### src/rtl/riscv_fetch_pkg.sv
// Shared types and constants for the instruction fetch front end.
package riscv_fetch_pkg;

    localparam int              XLEN             = 32;
    localparam logic [XLEN-1:0] PC_INCR          = 32'd4;
    localparam logic [XLEN-1:0] DEFAULT_RESET_PC = 32'h0000_0000;
    localparam logic [XLEN-1:0] NOP_INSTR        = 32'h0000_0013;

    typedef struct packed {
        logic [XLEN-1:0] instr;
        logic [XLEN-1:0] pc;
    } fetch_entry_t;

    // Fetch is word-granular; low address bits are dropped, not trapped.
    function automatic logic [XLEN-1:0] align_pc(input logic [XLEN-1:0] pc);
        return {pc[XLEN-1:2], 2'b00};
    endfunction

endpackage

### src/rtl/fetch_buffer.sv
// Small synchronous FIFO of fetched {instr, pc} entries with single-cycle flush.
module fetch_buffer
    import riscv_fetch_pkg::*;
#(
    parameter  int DEPTH = 2,
    localparam int CNT_W = $clog2(DEPTH + 1),
    localparam int PTR_W = $clog2(DEPTH)
) (
    input  logic              clk,
    input  logic              rst_n,
    input  logic              i_push,
    input  fetch_entry_t      i_push_data,
    input  logic              i_pop,
    input  logic              i_flush,
    output logic [CNT_W-1:0]  o_count,
    output fetch_entry_t      o_head
);

    fetch_entry_t           r_mem [DEPTH];
    logic [PTR_W-1:0]       r_rd;
    logic [PTR_W-1:0]       r_wr;
    logic [CNT_W-1:0]       r_count;
    logic                   w_do_pop;
    logic                   w_do_push;

    function automatic logic [PTR_W-1:0] ptr_next(input logic [PTR_W-1:0] p);
        return (p == PTR_W'(DEPTH - 1)) ? '0 : p + 1'b1;
    endfunction

    assign w_do_pop  = i_pop && (r_count != '0);
    assign w_do_push = i_push && ((r_count < CNT_W'(DEPTH)) || w_do_pop);

    always_ff @(posedge clk or negedge rst_n) begin
        if (!rst_n) begin
            r_rd    <= '0;
            r_wr    <= '0;
            r_count <= '0;
            for (int i = 0; i < DEPTH; i++) r_mem[i] <= '0;
        end else if (i_flush) begin
            r_rd    <= '0;
            r_wr    <= '0;
            r_count <= '0;
        end else begin
            if (w_do_push) begin
                r_mem[r_wr] <= i_push_data;
                r_wr        <= ptr_next(r_wr);
            end
            if (w_do_pop) r_rd <= ptr_next(r_rd);
            case ({w_do_push, w_do_pop})
                2'b10:   r_count <= r_count + 1'b1;
                2'b01:   r_count <= r_count - 1'b1;
                default: r_count <= r_count;
            endcase
        end
    end

    assign o_count = r_count;
    assign o_head  = r_mem[r_rd];

endmodule

### src/rtl/fetch_sequencer.sv
// Drives sequential word fetches into a 1-cycle-latency instruction memory and
// hands the returned words to decode over valid/ready, flushing on redirect.
module fetch_sequencer
    import riscv_fetch_pkg::*;
#(
    parameter logic [31:0] RESET_PC  = DEFAULT_RESET_PC,
    parameter int          BUF_DEPTH = 2
) (
    input  logic        clk,
    input  logic        rst_n,
    output logic [31:0] imem_addr,
    input  logic [31:0] imem_rdata,
    input  logic        redirect_valid,
    input  logic [31:0] redirect_pc,
    output logic        if_valid,
    output logic [31:0] if_instr,
    output logic [31:0] if_pc,
    input  logic        if_ready
);

    localparam int CNT_W = $clog2(BUF_DEPTH + 1);

    logic [XLEN-1:0]  r_req_pc;
    logic             r_inflight;
    logic [XLEN-1:0]  r_inflight_pc;
    fetch_entry_t     r_hold;

    logic [CNT_W-1:0] w_count;
    logic [CNT_W:0]   w_occ;
    fetch_entry_t     w_head;
    fetch_entry_t     w_push_data;
    logic             w_valid;
    logic             w_pop;
    logic             w_push;
    logic             w_issue;

    assign w_valid = (w_count != '0);
    assign w_pop   = w_valid && if_ready;
    assign w_push  = r_inflight && !redirect_valid;

    // Occupancy after this edge if we issue: buffered + in flight - leaving.
    assign w_occ   = {1'b0, w_count} + (CNT_W+1)'(r_inflight) - (CNT_W+1)'(w_pop);
    assign w_issue = !redirect_valid && (w_occ < (CNT_W+1)'(BUF_DEPTH));

    assign w_push_data.instr = imem_rdata;
    assign w_push_data.pc    = r_inflight_pc;

    fetch_buffer #(.DEPTH(BUF_DEPTH)) u_buf (
        .clk         (clk),
        .rst_n       (rst_n),
        .i_push      (w_push),
        .i_push_data (w_push_data),
        .i_pop       (w_pop),
        .i_flush     (redirect_valid),
        .o_count     (w_count),
        .o_head      (w_head)
    );

    always_ff @(posedge clk or negedge rst_n) begin
        if (!rst_n) begin
            r_req_pc      <= RESET_PC;
            r_inflight    <= 1'b0;
            r_inflight_pc <= '0;
        end else if (redirect_valid) begin
            r_req_pc      <= align_pc(redirect_pc);
            r_inflight    <= 1'b0;
        end else if (w_issue) begin
            r_req_pc      <= r_req_pc + PC_INCR;
            r_inflight    <= 1'b1;
            r_inflight_pc <= r_req_pc;
        end else begin
            r_inflight    <= 1'b0;
        end
    end

    // Last presented head, so the outputs hold their value while empty.
    always_ff @(posedge clk or negedge rst_n) begin
        if (!rst_n)       r_hold <= '0;
        else if (w_valid) r_hold <= w_head;
    end

    assign imem_addr = r_req_pc;
    assign if_valid  = w_valid;
    assign if_instr  = w_valid ? w_head.instr : r_hold.instr;
    assign if_pc     = w_valid ? w_head.pc    : r_hold.pc;

endmodule
### config.mk
export PLATFORM = sky130hd
export DESIGN_NAME = fetch_sequencer
export DESIGN_NICKNAME = d
export VERILOG_FILES = /design/src/rtl/riscv_fetch_pkg.sv /design/src/rtl/fetch_buffer.sv /design/src/rtl/fetch_sequencer.sv
export SDC_FILE = /design/constraint.sdc
export NUM_CORES = 1
export LEC_CHECK = 0
export CAP_MARGIN = 20
export CORE_MARGIN = 5
export CORE_UTILIZATION = 50
export CTS_CLUSTER_DIAMETER = 150
export DETAILED_ROUTE_END_ITERATION = 12
export PLACE_DENSITY = 0.75
export SYNTH_ARGS = -nofsm -noshare
export SYNTH_HDL_FRONTEND = slang
export SYNTH_SLANG_ARGS = --single-unit
### constraint.sdc
create_clock -name clk -period 8.38 [get_ports clk]
set_input_delay 1.676 -clock clk [delete_from_list [all_inputs] [get_ports clk]]
set_output_delay 1.676 -clock clk [all_outputs]
set_load 0.005 [all_outputs]
After elaboration in Yosys (flattened, before gate mapping)
Index checks and enable logic that the tools add are counted.
{ "op_classes": {"addsub": 7, "magnitude_cmp": 5, "n_eq_ne": 2, "mux": 20, "bitwise": 3, "n_reduce_logical": 15} }
{ "ops": {"columns": ["cell", "count"], "rows": [
  ["64-bit 2-to-1 mux", 4],
  ["128-bit bitwise mux", 1],
  ["32-bit 2-to-1 mux", 4],
  ["64-bit demux with 1-bit select", 1],
  ["32-bit by 3-bit adder with 32-bit output (second input constant)", 1],
  ["1-bit 2-to-1 mux", 8],
  ["2-bit nonzero test", 4],
  ["1-bit logical AND", 6],
  ["2-bit greater-or-equal comparator (second input constant)", 2],
  ["1-bit inverter with 2-bit output", 2],
  ["2-bit case mux with 2 select lines", 1],
  ["2-bit AND reduction", 2],
  ["2-bit by 1-bit adder with 3-bit output", 1],
  ["3-bit by 2-bit < comparator with 1-bit output (second input constant)", 1],
  ["3-bit nonzero test", 1],
  ["3-bit by 1-bit subtractor with 3-bit output", 1],
  ["1-bit adder (second input constant)", 2],
  ["2-bit by 1-bit adder with 2-bit output (second input constant)", 1],
  ["2-bit by 1-bit equality test with 1-bit output (second input constant)", 1],
  ["2-bit equality test (second input constant)", 1],
  ["2-bit by 1-bit < comparator with 1-bit output (second input constant)", 1],
  ["2-bit < comparator (second input constant)", 1],
  ["2-bit 2-to-1 mux", 1],
  ["2-bit by 1-bit subtractor with 2-bit output (second input constant)", 1],
  ["other kinds (3)", 3]
]} }
{ "totals": {"ff_bits": 261, "inputBits": 68, "out_inout_bits": 97, "elab_cells": 64} }

Longest topological paths before layout
Gate-level depths: netlist (run 1).
{ "logic_depth": {"depth_word": 8, "ltp_mapped": 12, "mapped_depth_nobuf": 9} }

By module
Synthesis (run 1) repeated with hierarchy kept, for this count alone.
{ "hier_totals": {"cells_unflattened": 792, "hier_area_um2": 11438.5} }
{ "by_module_without_submodules": {"columns": ["module", "instances", "cells_each", "area_each_um2", "seq_area_each_um2"], "rows": [
  ["fetch_buffer", 1, 364, 6022.0, 3303.2],
  ["fetch_sequencer", 1, 428, 5416.4, 3128.0]
]} }

Worst setup path before layout (run 1)
OpenSTA, ideal clock, no wires.
{ "synth_path": {"path_kind": "input to register", "from": "in if_ready", "to": "reg r_req_pc[14], in the netlist imem_addr[14]", "setup_time_ps": 137, "arrival_time_ps": 4128, "required_time_ps": 8243, "setup_slack_ps": 4115, "stages": 10, "path_buffers": 2, "path_cell_list": "and2_1 > ha_1 > nand2b_1 > fa_1 > xor2_2 > or4_1 > buf_2 > clkbuf_1 > o311ai_0 > nand3_1"} }
{ "synth_via": {"elab_chain_cells": 5} }
{ "synth_lines": {"columns": ["element", "line_no", "rtl"], "rows": [
  ["start: declaration", "fetch_sequencer.sv:18", "input logic if_ready"],
  ["1-bit logical AND", "fetch_sequencer.sv:38", "assign w_pop = w_valid && if_ready;"],
  ["3-bit by 1-bit subtractor with 3-bit output", "fetch_sequencer.sv:42", "assign w_occ = {1'b0, w_count} + (CNT_W+1)'(r_inflight) - (CNT_W+1)'(w_pop);"],
  ["3-bit by 2-bit < comparator with 1-bit output", "fetch_sequencer.sv:43", "assign w_issue = !redirect_valid && (w_occ < (CNT_W+1)'(BUF_DEPTH));"],
  ["1-bit logical AND", "fetch_sequencer.sv:43", null],
  ["2-bit nonzero test (no source line)", null, null],
  ["end signal: assignment", "fetch_sequencer.sv:65", "r_req_pc <= align_pc(redirect_pc);"],
  ["end signal: assignment", "fetch_sequencer.sv:68", "r_req_pc <= r_req_pc + PC_INCR;"],
  ["end: declaration", "fetch_sequencer.sv:23", "logic [XLEN-1:0] r_req_pc;"]
]} }
Every way passes these cells.
A chain may end at the register's enable or synchronous reset.

Worst setup path in the final report (run 1)
{ "layout_path": {"from": "in if_ready", "to": "reg r_req_pc[26], in the netlist imem_addr[26]"} }
The elaborated chain is that of the path after synthesis.

==> summary.txt, run 1 <==
Drt
  – DRC viols: 0
  – Vias: 6954
  – Antenna-violating nets left: 0
  – Drt pass-1 iters: 4
  – WL final: 22290 µm
  – Vias/cell: 5.446
  – Initial DRC Count: 385
  – Routed WL per cell: 17.46 µm

Global routing
  – First-pass GRT wire length: 37480 µm
  – GRT Overall Usage: 18.85%
  – Initial antenna violation count: 0
  – GRT overflow: 0
  – Largest net degree at the start of global routing: 124
  – Number of global-route vias before repair: 7143

Timing
  – Max_slew headroom: 30.40%
  – Unrepaired setup endpoints after global routing: false
  – Ratio of final minimum period to clock period: 57.15%
  – Fmax: 0.2088 GHz
  – Max-slew violations: 0
  – Hold Fails Final Rpt: 0
  – Worst-margin pin slew: 1.044 ns
  – Fin Hold WS: 0.4997 ns
  – Clock skew: 0.01619 ns
  – Setup TNS: 0 ns
  – Final setup violation count: 0
  – Minimum clock period: 4.789 ns
  – Final setup margin: 3.591 ns

Power
  – LEAKAGE: 5.418 nW
  – Power Density: 384.4 nW/µm²
  – Peak supply drop: 0.1885 mV

Setup path
  – Most frequent cell on the critical path: or4_1
  – Crit path max fanout: 19
  – Crit-path cells: clkdlybuf4s50_1 -> and2_1 -> ha_1 -> nand2b_1 -> fa_1 -> xor2_2 -> or4_1 -> or4_1 -> a31oi_1
  – R2r setup slk: 4.47 ns
  – Critical path arrival: 5.24 ns
  – Worst path bufs/invs: 1
  – CP Class: input pin to flop
  – Worst Setup End Kind: flop
  – Max stage delay on crit path: 0.90 ns
  – Critical Path Source Type: input pin
  – Delay-heaviest family, CP: simple AND/OR/NAND/NOR gates
  – CP max-delay cell: or4_1
  – CP required: 8.83 ns

Final layout
  – Antenna Cells: 0
  – Proportion of layout cells with a drive suffix above 1: 21.36%
  – Layout area overhead: 26.39%
  – Non-Filler Instances: 1277
  – Final #Nets: 1054
  – Fillcell total: 1621
  – Post-route cell area: 13300 µm²

Placed design
  – Place WS: 3.052 ns
  – Dpl cells: 1227
  – Post-DP Area: 12340 µm²
  – Port Buf Inserts: 158
  – Hpwl dp: 13820 µm
  – Final Wtd Congestion: 0.7413

Floorplan
  – # rows: 53
  – Core ar.: 20890 µm²
  – # IOs: 165
  – Initial Utilization: 50.36%
  – Die Span Y: 155.1 µm
  – Total Die Area: 24040 µm²
  – Die extent in x: 155.1 µm

Logic synthesis
  – Sequential area share after synthesis: 59.71%
  – Yosys warns: 0
  – Area contributors post-synth: dfrtp_1, mux2_2, mux2i_1
  – Post-synthesis cell count: 835
  – Post-Syn Area: 10520 µm²
  – Top-area cell type share of the netlist area: 59.71%
  – Synth Register Bits: 251
  – Yosys cell types: 39
  – Syn_area_per_cell: 12.60 µm²
  – Synth area leader: dfrtp_1

CTS
  – Post-CTS sizing: 0
  – Root Buffer: clkbuf_16
  – Clock Path Buffers: 3
  – Htree depth: 1
  – Clk Latency, worst-skew pair: 0.53 ns
  – TritonCTS clock tree: built
  – Reg clk slew, reported paths: 0.06 ns
  – Hold-fix buffers, CTS: 0
  – Postcts setup bufs: 0
  – CTS sink cnt: 251
  – CTS buffer count: 27

Run status
  – Outcome: finished clean

Worst hold path
  – Worst min path class: flop to flop

Run
  – Max cap viols: 0
sequential cells by signal, summed over array words and instances (netlist names):
register and flops:
r_inflight_pc 30, u_buf.r_wr 1, r_inflight 1, imem_addr 30, u_buf.o_count 2, u_buf.r_rd 1, u_buf.r_mem 124, r_hold 62
worst paths after layout:
check / from / end / cells past startpoint
max: if_ready / imem_addr[26] / 9
min: r_inflight_pc[15] / r_inflight_pc[15] / 2
max reg2reg: u_buf.o_count[1] / imem_addr[26] / 9
min reg2reg: r_inflight_pc[15] / r_inflight_pc[15] / 2
max in group asynchronous: rst_n / u_buf.r_rd / 3
min in group asynchronous: rst_n / r_hold[44] / 1
cells in the final DEF (no fill, tap or decap), drive strengths merged, types with 2 or more instances in the layout:
cell           netlist  routed
or2                  2       2
nor4b                2       2
buf                 14      13
nand2b               2       2
conb                 1       4
nand2               24      24
xor2                 3       3
nand3               13      13
or4                 16      16
bufinv               0       2
xnor2                9       9
and3                 2       2
nand4                8       8
or3                  3       3
ha                   2       2
dfrtp              251     251
o21ai               20      20
nor2                85      85
mux2               151     151
and2                 3       3
nor4                 2       2
inv                  6       7
and4                 3       3
a21oi               65      65
a31oi               19      19
o31ai               14      14
clkinv               1       6
mux2i               63      63
nor3                 4       4
clkdlybuf4s50        0     157
clkbuf              40      39
synthesized netlist by cell type, drive strengths merged:
| master | instances |
|---|---|
| nand4 | 8 |
| nand3 | 13 |
| nor3 | 4 |
| o21ai | 20 |
| clkbuf | 40 |
| nand2 | 24 |
| nor3b | 1 |
| or3 | 3 |
| fa | 1 |
| conb | 1 |
| ha | 2 |
| mux2 | 151 |
| clkinv | 1 |
| or2 | 2 |
| nand2b | 2 |
| a211o | 1 |
| o2111ai | 1 |
| and3 | 2 |
| dfrtp | 251 |
| xnor2 | 9 |
| buf | 14 |
| nor4 | 2 |
| a31oi | 19 |
| nor2b | 1 |
| mux2i | 63 |
| inv | 6 |
| nor4b | 2 |
| o311ai | 1 |
| o31ai | 14 |
| and4 | 3 |
| and2 | 3 |
| a21oi | 65 |
| nor2 | 85 |
| a221oi | 1 |
| xor2 | 3 |
| or4 | 16 |
cell families (layout without fill, tap and decap cells):
logic type / count (synthesis) / after routing / synth area share, %
AO/OA/AOI/OAI: 122 / 122 / 6.506
XOR/XNOR: 12 / 12 / 1.071
adder cells (fa/ha/maj): 3 / 3 / 0.4281
buffers and inverters: 61 / 225 / 2.402
flip-flops: 251 / 251 / 59.71
multiplexers: 214 / 214 / 22.16
other: 1 / 4 / 0.03565
AND/OR/NAND/NOR: 171 / 171 / 7.695
tightest hold or removal path: stages, from the launching register on:
cell and delay [ns]:
dfrtp_1 0.35, nand2_1 0.05, o21ai_0 0.06
final cells by class:
cell class | count | area, µm² | area share, %
inverter | 7 | 26.28 | 0.1976
timing repair buffer | 170 | 1717 | 12.91
tap | 275 | 344.1 | 2.588
multi-input combinational | 526 | 4023 | 30.25
clock buffer | 39 | 800.8 | 6.022
sequential | 251 | 6285 | 47.27
clock inverter | 9 | 101.3 | 0.7622
per-layer routing:
layer  routed length [µm]  track usage (%)
met1                10240            27.55
met2                10350            29.55
met3                 1076            2.865
met4                  627            5.425
met5                    0                0
through the flow:
stage	power, mW	utilization (%)
floorplan	3.082	-
global placement	3.884	59.07
detailed placement	3.950	59.07
CTS	5.164	63.39
global route	5.457	63.65
finish	5.111	63.65
where the power goes:
group | switching (mW) | internal [mW] | total (mW) | leakage (nW)
combinational | 0.790 | 1.08 | 1.87 | 2.03
clock | 0.463 | 0.721 | 1.18 | 0.447
sequential | 0.284 | 1.77 | 2.06 | 2.94
Note: power is estimated with default switching activity, not from simulation.
==> run 2: changes to the inputs <==
--- a/config.mk
+++ b/config.mk
@@ -7,10 +7,10 @@
 export LEC_CHECK = 0
 export CAP_MARGIN = 20
 export CORE_MARGIN = 5
-export CORE_UTILIZATION = 50
+export CORE_UTILIZATION = 49
 export CTS_CLUSTER_DIAMETER = 150
 export DETAILED_ROUTE_END_ITERATION = 12
-export PLACE_DENSITY = 0.75
+export PLACE_DENSITY = 0.77
 export SYNTH_ARGS = -nofsm -noshare
 export SYNTH_HDL_FRONTEND = slang
 export SYNTH_SLANG_ARGS = --single-unit
==> constraint.sdc (replaced) <==
create_clock -name clk -period 4.4 [get_ports clk]
set_input_delay 0.88 -clock clk [delete_from_list [all_inputs] [get_ports clk]]
set_output_delay 0.88 -clock clk [all_outputs]
set_load 0.005 [all_outputs]
==> summary.txt, run 2 (synthesis gave the netlist of run 1 again) <==
Run status
  – Outcome: finished clean

CTS
  – Clock Path Buffers: 3 (unchanged)
  – Clk Latency, worst-skew pair: 0.52 ns (about the same)
  – TritonCTS clock tree: built
  – CTS buffer count: 26 (-3.7%)
  – Hold-fix buffers, CTS: 0 (unchanged)
  – Htree depth: 1 (unchanged)
  – CTS sink cnt: 251 (unchanged)
  – Postcts setup bufs: 0 (unchanged)
  – Root Buffer: clkbuf_16
  – Reg clk slew, reported paths: 0.06 ns (about the same)

Setup path
  – CP required: 3.52 ns (-5.31 ns)
  – Critical Path Source Type: flop
  – FF-to-FF path depth: 10 (+1)
  – R2r setup slk: 0.77 ns (-3.70 ns)
  – Crit-path cells: or2_4 -> buf_4 -> buf_6 -> nor2_1 -> a21oi_1 -> clkdlybuf4s50_1
  – CP Class: flop to output pin
  – Crit path max fanout: 68 (+49)
  – Worst Setup End Kind: output pin
  – Critical path arrival: 3.18 ns (-2.06 ns)
  – CP max-delay cell: clkdlybuf4s50_1
  – Max stage delay on crit path: 0.57 ns (-0.33 ns)

Placed design
  – Post-DP Area: 12440 µm² (+0.83%)
  – Hpwl dp: 14710 µm (+6.4%)
  – Port Buf Inserts: 158 (unchanged)
  – Final Wtd Congestion: 0.7831 (+5.6%)

Power
  – Int Power: 6.805 mW (+90%)
  – Power Density: 731.3 nW/µm² (+90%)
  – Switching power: 2.959 mW (+92%)
  – Switch share: 30.31% (+0.23 points)
  – LEAKAGE: 5.459 nW (+0.75%)
  – Peak supply drop: 0.3624 mV (+92%)
  – Comb power frac: 36.4% (-0.2 points)
  – Clock share of power: 23.1% (about the same)
  – Sequential share of power: 40.5% (+0.2 points)

Final layout
  – Largest regs: u_buf.r_mem x124, r_hold x62
  – Post-route cell area: 13350 µm² (+0.41%)
  – Fillcell total: 1657 (+2.2%)
  – Final #Nets: 1059 (+0.47%)
  – Commonest non-fill, non-tap cell in the layout: dfrtp_1
  – Commonest non-fill, non-tap cells in the layout: dfrtp_1, clkdlybuf4s50_1, mux2_2
  – Max reg flops: 124 (unchanged)
  – Top reg by flops: u_buf.r_mem
  – Proportion of layout cells with a drive suffix above 1: 22.12% (+0.77 points)
  – Antenna Cells: 0 (unchanged)
  – Layout area overhead: 26.92%

Timing
  – Setup TNS: 0 ns (unchanged)
  – Worst-margin pin slew: 0.9564 ns (-0.08758 ns)
  – Max_slew headroom: 36.24% (+5.8 points)
  – Max-slew violations: 0 (unchanged)
  – Ratio of final minimum period to clock period: 92.17%
  – Hold Fails Final Rpt: 0 (unchanged)
  – Fmax: 0.2466 GHz
  – Clock skew: 0.01001 ns (-0.006178 ns)
  – Minimum clock period: 4.056 ns
  – Unrepaired setup endpoints after global routing: false
  – Final setup violation count: 0 (unchanged)

Global routing
  – GRT Overall Usage: 18.87% (about the same)
  – Initial antenna violation count: 0 (unchanged)
  – Largest net degree at the start of global routing: 132 (+6.5%)
  – First-pass GRT wire length: 37940 µm (+1.2%)
  – GRT overflow: 0 (unchanged)
  – Number of global-route vias before repair: 7180 (+0.52%)

Drt
  – WL final: 22880 µm (+2.6%)
  – Drt pass-1 iters: 6 (+2)
  – Antenna-violating nets left: 0 (unchanged)
  – Initial DRC Count: 292 (-24%)
  – Vias: 6943 (-0.16%)
  – Vias/cell: 5.412 (-0.63%)
  – Routed WL per cell: 17.83 µm (+2.1%)
  – DRC viols: 0 (unchanged)

Floorplan
  – Die Span Y: 156.5 µm (+0.95%)
  – Die extent in x: 156.5 µm (+0.95%)
  – # rows: 53 (unchanged)
  – Initial Utilization: 49.89% (-0.48 points)
  – # IOs: 165 (unchanged)
  – Total Die Area: 24500 µm² (+1.9%)
  – Core ar.: 21090 µm² (+0.95%)

Worst hold path
  – Worst min path class: input pin to async pin

Run
  – Max cap viols: 0 (unchanged)
-- run 2: changes by cell type in the layout (fill, tap and decap cells not counted), moves of 2 or more --
cell / change
buf_4: +4
clkinv_2: +2
buf_16: -2
clkinv_4: +2
buf_12: +3
clkbuf_1: -2
-- run 2: power by group through the flow --
stage	clock network (mW)	registers, mW	logic, mW
2_1_floorplan	0	3.78	2.09
3_3_place_gp	0	3.94	3.50
3_5_place_dp	0	3.99	3.58
4_1_cts	2.31	3.96	3.61
5_1_grt	2.41	4.08	3.92
6_report	2.26	3.95	3.55
-- run 2: path summary, 6_finish.rpt --
| kind | from | endpoint |
|---|---|---|
| max in group asynchronous | rst_n | r_hold[25] |
| worst min register to register | u_buf.r_mem[59] | u_buf.r_mem[59] |
| min in group clk | u_buf.r_mem[59] | u_buf.r_mem[59] |
| worst max-delay path | u_buf.o_count[1] | if_instr[20] |
| worst max register to register | u_buf.o_count[1] | imem_addr[20] |
| worst min-delay path | rst_n | u_buf.r_mem[43] |
-- run 2: timing repair --
action | in CTS | in global routing
resized for setup | 0 | 1
endpoints found under the hold margin | 0 | 0
endpoints found under the setup margin | 0 | 12
-- run 2: metal layers --
metal,wire length (µm),GRT usage [%],part of all wire [%]
met4,331,3.967,1.4
met2,10610,30.76,46
met3,1128,2.931,4.9
met1,10810,27.10,47
met5,0,0,0
-- run 2: through the flow --
step           power [mW]  hold slack, ns  worst slack, ns  std cells  utilization (%)
6_report            9.764          0.4412           0.3444       1283            63.31
5_1_grt             10.41          0.5144           0.1435       1283            63.31
4_1_cts             9.883          0.4974           0.1329       1283            63.30
3_5_place_dp        7.576          0.4926           0.2224       1235            59.00
3_3_place_gp        7.432          0.4867           0.2825       1235            59.00
2_1_floorplan       5.869          0.4621           0.8492        838                -
-- run 2: area by class of cell --
type,instances,area [µm²],share of cell area (%)
timing repair buffer,176,1763,13.20
multi-input combinational,526,4028,30.17
clock inverter,11,112.6,0.8434
tap,275,344.1,2.577
inverter,7,26.28,0.1968
clock buffer,37,793.3,5.941
sequential,251,6285,47.07
-- run 2: critical path, delay by kind of cell (launching register included) --
family	cells	cell delay [ns]
buf+inv	3	1.58
compound gates	1	0.22
flops	1	0.53
simple gates	2	0.28
==> run 3: changes to the inputs <==
--- a/config.mk
+++ b/config.mk
@@ -10,6 +10,7 @@
 export CORE_UTILIZATION = 49
 export CTS_CLUSTER_DIAMETER = 150
 export DETAILED_ROUTE_END_ITERATION = 12
+export MAX_ROUTING_LAYER = met4
 export PLACE_DENSITY = 0.77
 export SYNTH_ARGS = -nofsm -noshare
 export SYNTH_HDL_FRONTEND = slang
==> summary.txt, run 3 (synthesis gave the netlist of run 1 again) <==
Global routing
  – Largest net degree at the start of global routing: 132 (unchanged)
  – Initial antenna violation count: 0 (unchanged)
  – GRT overflow: 0 (unchanged)
  – Met3 global-route usage: 2.738% (-0.19 points)
  – Global Route met2 Usage: 30.68% (-0.082 points)
  – Number of global-route vias before repair: 7179 (-0.014%)
  – Fraction of met1 tracks used by global routing: 27.34% (+0.24 points)
  – GRT Overall Usage: 19.46% (+0.59 points)
  – Gr busiest metal: met2
  – First-pass GRT wire length: 37980 µm (+0.11%)

Placed design
  – Port Buf Inserts: 158 (unchanged)
  – Post-DP Area: 12440 µm² (unchanged)
  – Final Wtd Congestion: 0.7940 (+1.4%)
  – Place WS: 0.2224 ns (unchanged)
  – Hpwl dp: 14710 µm (unchanged)

Drt
  – Vias/cell: 5.438 (+0.49%)
  – Routed WL per cell: 17.82 µm (about the same)
  – WL final: 22860 µm (about the same)
  – Drt pass-1 iters: 4 (-2)
  – Initial DRC Count: 315 (+7.9%)
  – DRC viols: 0 (unchanged)
  – Vias: 6977 (+0.49%)
  – Antenna-violating nets left: 0 (unchanged)

Timing
  – Ratio of final minimum period to clock period: 91.91% (-0.26 points)
  – Unrepaired setup endpoints after global routing: false
  – Final setup violation count: 0 (unchanged)
  – Setup TNS: 0 ns (unchanged)
  – Final setup margin: 0.3560 ns (+0.01160 ns)
  – Minimum clock period: 4.044 ns (-0.01160 ns)
  – Max-slew violations: 0 (unchanged)
  – Worst-margin pin slew: 0.9522 ns (-0.004207 ns)
  – Max_slew headroom: 36.52% (+0.28 points)
  – Clock skew: 0.009168 ns (-0.0008417 ns)
  – Hold Fails Final Rpt: 0 (unchanged)
  – Fin Hold WS: 0.4610 ns (+0.01981 ns)
  – Fmax: 0.2473 GHz (+0.29%)

Final layout
  – Proportion of layout cells with a drive suffix above 1: 22.12% (unchanged)
  – Final #Nets: 1059 (unchanged)
  – Layout Utilization: 63.31% (unchanged)
  – Top reg by flops: u_buf.r_mem
  – Largest regs: u_buf.r_mem x124, r_hold x62
  – Max reg flops: 124 (unchanged)
  – Antenna Cells: 0 (unchanged)
  – Commonest non-fill, non-tap cell in the layout: dfrtp_1
  – Layout area overhead: 26.92% (unchanged)
  – Post-route cell area: 13350 µm² (unchanged)
  – Fillcell total: 1657 (unchanged)
  – Commonest non-fill, non-tap cells in the layout: dfrtp_1, clkdlybuf4s50_1, mux2_2

Run status
  – Outcome: finished clean

Floorplan
  – Die Span Y: 156.5 µm (unchanged)
  – # IOs: 165 (unchanged)
  – Initial Utilization: 49.89% (unchanged)
  – Total Die Area: 24500 µm² (unchanged)
  – Die extent in x: 156.5 µm (unchanged)
  – Core ar.: 21090 µm² (unchanged)
  – # rows: 53 (unchanged)

Setup path
  – Worst Setup End Kind: output pin
  – CP Class: flop to output pin
  – CP max-delay cell: clkdlybuf4s50_1
  – Crit path max fanout: 68 (unchanged)
  – CP required: 3.52 ns (about the same)
  – Critical Path Source Type: flop
  – FF-to-FF path depth: 10 (unchanged)
  – Crit-path cells: or2_4 -> buf_4 -> buf_6 -> nor2_1 -> a21oi_1 -> clkdlybuf4s50_1
  – Critical path arrival: 3.16 ns (-0.02 ns)
  – Max stage delay on crit path: 0.57 ns (about the same)

Worst hold path
  – Worst min path class: input pin to async pin

Power
  – Power Density: 731.1 nW/µm² (about the same)
  – LEAKAGE: 5.459 nW (unchanged)
  – Peak supply drop: 0.3622 mV (about the same)

CTS
  – Reg clk slew, reported paths: 0.06 ns (about the same)
  – Hold-fix buffers, CTS: 0 (unchanged)
  – Root Buffer: clkbuf_16
  – CTS buffer count: 26 (unchanged)
  – TritonCTS clock tree: built
  – Htree depth: 1 (unchanged)
  – Postcts setup bufs: 0 (unchanged)
  – Post-CTS sizing: 0 (unchanged)
  – CTS sink cnt: 251 (unchanged)
  – Clock Path Buffers: 3 (unchanged)
  – Clk Latency, worst-skew pair: 0.51 ns (about the same)

Run
  – Max cap viols: 0 (unchanged)
==> run 3: cell counts in the layout (fill, tap and decap cells not counted) <==
No cell type changed its count.
==> run 3: per-stage QoR <==
stage,power [mW],cells
after floorplan,5.869,838
after global placement,7.432,1235
after detailed placement,7.576,1235
after CTS,9.883,1283
after global routing,10.41,1283
final,9.761,1283
==> run 3: critical path: cells and delay by family (launching register included) <==
kind,cells,cell delay [ns]
and+or+nand+nor,2,0.29
AOI/OAI and AO/OA,1,0.21
buffers and inverters,3,1.58
DFF,1,0.53
==> run 3: worst paths after layout <==
kind / startpoint / to / slack (ns)
worst max-delay path: u_buf.o_count[1] / if_instr[20] / 0.36
worst min-delay path: rst_n / r_hold[43] / 0.46
worst max register to register: u_buf.o_count[1] / imem_addr[20] / 0.76
worst min register to register: u_buf.r_mem[59] / u_buf.r_mem[59] / 0.50
max in group asynchronous: rst_n / r_hold[26] / 2.91
min in group clk: u_buf.r_mem[59] / u_buf.r_mem[59] / 0.50
==> run 3: power by group <==
| group | switching [mW] | internal (mW) |
|---|---|---|
| sequential | 0.574 | 3.38 |
| clock | 0.888 | 1.37 |
| combinational | 1.49 | 2.06 |
| total | 2.96 | 6.80 |
==> run 3: cell type report <==
| type | instances | area, µm² | area share [%] |
|---|---|---|---|
| timing repair buffer | 176 | 1763 | 13.20 |
| sequential | 251 | 6285 | 47.07 |
| clock buffer | 37 | 793.3 | 5.941 |
| inverter | 7 | 26.28 | 0.1968 |
| clock inverter | 11 | 112.6 | 0.8434 |
| tap | 275 | 344.1 | 2.577 |
| multi-input combinational | 526 | 4028 | 30.17 |
==> run 3: layer usage <==
layer | vias to the layer above | share of wire, %
met1 | 3508 | 47
met2 | 161 | 47
li1 | 3282 | -
met5 | - | 0
met3 | 26 | 4.7
met4 | 0 | 1.4
